[config.mk]
export PLATFORM = sky130hd
export DESIGN_NAME = snac_port_scanner
export DESIGN_NICKNAME = d
export VERILOG_FILES = /design/src/rtl/snac_port_scanner.sv
export SDC_FILE = /design/constraint.sdc
export NUM_CORES = 1
export LEC_CHECK = 0
export BUFFER_PORTS_ARGS = -buffer_cell sky130_fd_sc_hd__buf_2
export CELL_PAD_IN_SITES_DETAIL_PLACEMENT = 2
export CELL_PAD_IN_SITES_GLOBAL_PLACEMENT = 2
export CORE_MARGIN = 3
export CORE_UTILIZATION = 38
export DETAILED_ROUTE_END_ITERATION = 8
export PLACE_DENSITY_LB_ADDON = 0.1
export RECOVER_POWER = 100
export SLEW_MARGIN = 30
export SYNTH_ARGS = -nofsm -noshare
export SYNTH_HDL_FRONTEND = slang
export SYNTH_SLANG_ARGS = --single-unit
[constraint.sdc]
create_clock -name clk_sys -period 2.4 [get_ports clk_sys]
set_input_delay 0.24 -clock clk_sys [delete_from_list [all_inputs] [get_ports clk_sys]]
set_output_delay 0.24 -clock clk_sys [all_outputs]
set_load 0.01 [all_outputs]
[src/rtl/snac_port_scanner.sv]
// SNAC user-port scanner: synchronizes the raw port, scans one or two native
// controllers through the shared select line and registers per-player buttons.
module snac_port_scanner #(
   parameter int SETTLE_CYCLES = 32,
   parameter int SAMPLE_COUNT  = 4
) (
   input  logic       clk_sys,
   input  logic       reset_n,
   input  logic       enable,
   input  logic       two_player,
   input  logic       swap,
   input  logic [7:0] user_in,
   output logic [7:0] user_out,
   output logic [2:0] user_mode,
   output logic [4:0] joy_a,
   output logic [4:0] joy_b,
   output logic [1:0] pad_a,
   output logic [1:0] pad_b,
   output logic       upd_a,
   output logic       upd_b
);

   localparam int CNT_W = $clog2(SETTLE_CYCLES + 16);
   localparam logic [CNT_W-1:0] CNT_ZERO    = {CNT_W{1'b0}};
   localparam logic [CNT_W-1:0] CNT_ONE     = CNT_W'(1);
   localparam logic [CNT_W-1:0] SETTLE_LAST = CNT_W'(SETTLE_CYCLES - 1);
   localparam logic [CNT_W-1:0] SAMPLE_LAST = CNT_W'(SAMPLE_COUNT - 1);

   typedef enum logic [2:0] {
      ST_IDLE    = 3'd0,
      ST_SINGLE  = 3'd1,
      ST_SETTLE1 = 3'd2,
      ST_SAMPLE1 = 3'd3,
      ST_SETTLE2 = 3'd4,
      ST_SAMPLE2 = 3'd5
   } state_t;

   // Player word layout: {pad[1], pad[0], joy[4:0]}.
   function automatic logic [6:0] map_word(input logic [7:0] s);
      return {s[2], s[1], s[3], s[5], s[7], s[1], s[2]};
   endfunction

   function automatic logic [7:0] drive_word(input logic sel);
      return {3'b111, sel, 4'b1111};
   endfunction

   function automatic state_t entry_state(input logic [1:0] mode);
      case (mode)
         2'b10:   return ST_SINGLE;
         2'b11:   return ST_SETTLE1;
         default: return ST_IDLE;
      endcase
   endfunction

   logic [7:0]       sync_meta_r;
   logic [7:0]       sync_r;
   logic [7:0]       cap_r;
   logic             match_r;
   logic [1:0]       mode_r;
   logic [1:0]       mode_s;
   state_t           state_r;
   logic [CNT_W-1:0] cnt_r;
   logic [6:0]       p1_r;
   logic [6:0]       p2_r;
   logic             upd1_r;
   logic             upd2_r;
   logic             window_ok_s;

   assign mode_s = {enable, two_player};

   // Two-flop synchronizer for the asynchronous port pins.
   always_ff @(posedge clk_sys or negedge reset_n) begin
      if (!reset_n) begin
         sync_meta_r <= 8'hFF;
         sync_r      <= 8'hFF;
      end else begin
         sync_meta_r <= user_in;
         sync_r      <= sync_meta_r;
      end
   end

   // A window is clean when every sample after the captured one matched it.
   always_comb begin
      window_ok_s = 1'b0;
      if (cnt_r == CNT_ZERO) begin
         window_ok_s = 1'b1;
      end else begin
         window_ok_s = match_r && (sync_r == cap_r);
      end
   end

   // Scan state machine with registered port drive and player registers.
   always_ff @(posedge clk_sys or negedge reset_n) begin
      if (!reset_n) begin
         state_r   <= ST_IDLE;
         mode_r    <= 2'b00;
         cnt_r     <= CNT_ZERO;
         cap_r     <= 8'hFF;
         match_r   <= 1'b0;
         p1_r      <= 7'd0;
         p2_r      <= 7'd0;
         upd1_r    <= 1'b0;
         upd2_r    <= 1'b0;
         user_out  <= 8'hFF;
         user_mode <= 3'b000;
      end else begin
         upd1_r <= 1'b0;
         upd2_r <= 1'b0;
         if (mode_s != mode_r) begin
            mode_r    <= mode_s;
            state_r   <= entry_state(mode_s);
            cnt_r     <= CNT_ZERO;
            match_r   <= 1'b0;
            p1_r      <= 7'd0;
            p2_r      <= 7'd0;
            user_out  <= drive_word(1'b1);
            user_mode <= (mode_s == 2'b11) ? 3'b100 : 3'b000;
         end else begin
            case (state_r)
               ST_IDLE: begin
                  p1_r <= 7'd0;
                  p2_r <= 7'd0;
               end
               ST_SINGLE: begin
                  p1_r   <= map_word(sync_r);
                  p2_r   <= 7'd0;
                  upd1_r <= (map_word(sync_r) != p1_r);
               end
               ST_SETTLE1, ST_SETTLE2: begin
                  if (cnt_r == SETTLE_LAST) begin
                     cnt_r   <= CNT_ZERO;
                     state_r <= (state_r == ST_SETTLE1) ? ST_SAMPLE1 : ST_SAMPLE2;
                  end else begin
                     cnt_r <= cnt_r + CNT_ONE;
                  end
               end
               ST_SAMPLE1, ST_SAMPLE2: begin
                  if (cnt_r == CNT_ZERO) begin
                     cap_r   <= sync_r;
                     match_r <= 1'b1;
                  end else if (sync_r != cap_r) begin
                     match_r <= 1'b0;
                  end
                  if (cnt_r == SAMPLE_LAST) begin
                     cnt_r <= CNT_ZERO;
                     // On a clean window sync_r equals the captured value.
                     if (window_ok_s && (state_r == ST_SAMPLE1)) begin
                        p1_r   <= map_word(sync_r);
                        upd1_r <= 1'b1;
                     end else if (window_ok_s) begin
                        p2_r   <= map_word(sync_r);
                        upd2_r <= 1'b1;
                     end
                     state_r  <= (state_r == ST_SAMPLE1) ? ST_SETTLE2 : ST_SETTLE1;
                     user_out <= drive_word(state_r == ST_SAMPLE2);
                  end else begin
                     cnt_r <= cnt_r + CNT_ONE;
                  end
               end
               default: begin
                  state_r <= ST_IDLE;
               end
            endcase
         end
      end
   end

   // Output register with player swap.
   always_ff @(posedge clk_sys or negedge reset_n) begin
      if (!reset_n) begin
         joy_a <= 5'd0;
         joy_b <= 5'd0;
         pad_a <= 2'd0;
         pad_b <= 2'd0;
         upd_a <= 1'b0;
         upd_b <= 1'b0;
      end else if (swap) begin
         joy_a <= p2_r[4:0];
         pad_a <= p2_r[6:5];
         upd_a <= upd2_r;
         joy_b <= p1_r[4:0];
         pad_b <= p1_r[6:5];
         upd_b <= upd1_r;
      end else begin
         joy_a <= p1_r[4:0];
         pad_a <= p1_r[6:5];
         upd_a <= upd1_r;
         joy_b <= p2_r[4:0];
         pad_b <= p2_r[6:5];
         upd_b <= upd2_r;
      end
   end

endmodule

==> metrics <==
status=complete, no violations; Overall Global Routing Usage=0.160; Mapped Area=2760 µm²; vias in the first global route=1996; LEAKAGE=1.40 nW; GPL Wtd Cong=0.776; Final Slew Violations=0; post-route clock skew=0.00792 ns; Pre-antenna DRT Iters=4; crit-path leading delay family=simple AND/OR/NAND/NOR gates; synthesized flop and latch total=62; Clock Latency Late Sink=0.33 ns; Hold Crit Class=in2reg; ANT cells=0; critical path's largest stage delay=slightly below 0.6 ns; cell with the most instances after synthesis=dfrtp_1; worst slew pin tran=1.45 ns; Clock Tree Buf Depth=2; post-CTS resize count=0; Netlist cell types=39; final net count=283; VDD IR-drop max=0.000497 V; wire per inst=16.3 µm; hold buffer count at CTS=9; clock sink count=between 60 and 70; WP data arrival=between 2 and 2.5 ns; worst flop-to-flop path startpoint=sync_r[5]; die height=~91 µm; Max-slew headroom=0.0307; largest net degree at the start of global routing=38; hpwl dp=around 4200 µm; grt ovf=0; Layout area overhead=15.5%; IO Port Bufs=30; syn_area_per_cell=approximately 12 µm²; EDFF count, synth=0; FP Rows=30; initial antenna violation count=0; setup TNS=0 ns; Ports=40; CP Buf/Inv Count=0; Post-CTS Setup Bufs=0; Antenna Nets Post-Route=0; worst hold start=two_player; fin area=3190 µm²; crit path cell chain=xnor2_1 -> nand4_1 -> nor3_1 -> a41o_1 -> mux2i_1; Seq/Total Area, Yosys=0.573; total power=roughly 2.4 mW; Die ar.=around 8300 µm²; Pwr Density=758 nW/µm²; WP data required=2.64 ns; H-tree depth=3; Syn Inst Count=228; core region area=6910 µm²; Worst Setup End Kind=register; Post-synth ARST share=1.00; critical path class=reg2reg; Hold Violations, Final=0; 1st-iter DRT viols=66; CP Launch Type=register; # setup viols final=0; die width=91.3 µm; CTS Buf Count=9; final WL=6000 µm; final core utilization=0.462; Initial Util=0.400; synth top area cells=dfrtp_1 (34%), dfstp_2 (24%), mux2_2 (8.2%); post-synth top area cell=dfrtp_1; drc violations=0; clock slew at reported path FFs=~0.07 ns; Via density=4.97; Period Utilization, post-route=0.886; RSZ-0062 raised after global routing=no; vias post-DR=approximately 1800; most frequent cells after synthesis=dfrtp_1 (37), dfstp_2 (25), nand2_1 (22); Critical Path Start=sync_r[5]; placed cell area=2970 µm²; synth warn=0; Clock Tree Root=clkbuf_8; Final Critical Period=2.13 ns; worst-path fanout max=5; first-pass GRT wire length=10400 µm; Synth top area share=0.335; FMAX=470 MHz; CTS tree=done; share of cells above drive strength 1=0.304; top_reg_cell synth=dfrtp_1; CP max-delay cell=dfstp_2; max-cap viol count=0
[cells in the final DEF, fill, tap and decap left out, types with 7 or more instances in the layout]
cell            n
mux2_2         20
clkbuf_8        9
nand2_1        22
clkbuf_1       22
dfrtp_1        37
a21oi_1        15
dlygate4sd3_1   9
buf_2          10
conb_1          9
nor2_1          9
dfstp_2        24
xnor2_1        12
nand3_1         7
[report_power, final]
| group | internal [mW] | total, mW | switching [mW] |
|---|---|---|---|
| combinational | 0.162 | 0.331 | 0.169 |
| clock | 0.437 | 0.834 | 0.398 |
| sequential | 1.19 | 1.25 | 0.0654 |
| total | 1.79 | 2.42 | 0.632 |
[worst reg2reg max path: stages (launching register included)]
cell	delay, ns
dfstp_2	0.59
xnor2_1	0.13
nand4_1	0.13
nor3_1	0.47
a41o_1	0.44
mux2i_1	0.27
[kinds of logic after synthesis]
group,Yosys count,share of synthesized area
AND/OR/NAND/NOR,58,0.111
flip-flops,62,0.573
AO/OA/AOI/OAI,32,0.0856
XOR/XNOR,17,0.0539
other,2,0.00272
buffers and inverters,29,0.0620
multiplexers,26,0.103
adder cells (fa/ha/maj),2,0.00906
[layer usage]
metal	up-vias	track usage	wire (µm)
li1	846	-	-
met1	940	0.195	2690
met2	38	0.273	3060
met3	10	0.0423	170
met4	0	0.0565	72
met5	-	0	0
[through the flow]
step	hold WS [ns]	instances	setup WS, ns
after floorplan	-0.0556	235	0.632
after global placement	0.288	344	0.415
after detailed placement	0.295	344	0.290
after CTS	0.0462	369	0.242
after global routing	0.0844	369	0.105
final	0.0871	369	0.274
[registers in the layout, indices dropped and copies added, names as in the netlist, 4 cells and up]
name and count:
p2_r 5, cnt_r 6, sync_r 8, sync_meta_r 8, joy_b 4, joy_a 4
p1_r 5, cap_r 8
[area by class of cell]
type / count / area, µm²
clock buffers: 11 / 153
repair buffers: 46 / 277
flip-flops and latches: 62 / 1580
clock inverters: 5 / 31.3
inverters: 5 / 18.8
fillers: 746 / 3720
well taps: 96 / 120
multi-input cells: 144 / 1010
[path summary, 6_finish.rpt]
path	endpoint	slack (ns)	cells after the start
max reg2reg	p1_r[3]	0.27	5
min reg2reg	sync_r[2]	0.36	0
max	p1_r[3]	0.27	5
min	mode_r[0]	0.09	1
max in group asynchronous	sync_meta_r[2]	0.69	3
min in group asynchronous	cnt_r[5]	0.79	2
(Power assumes the default switching activity.)
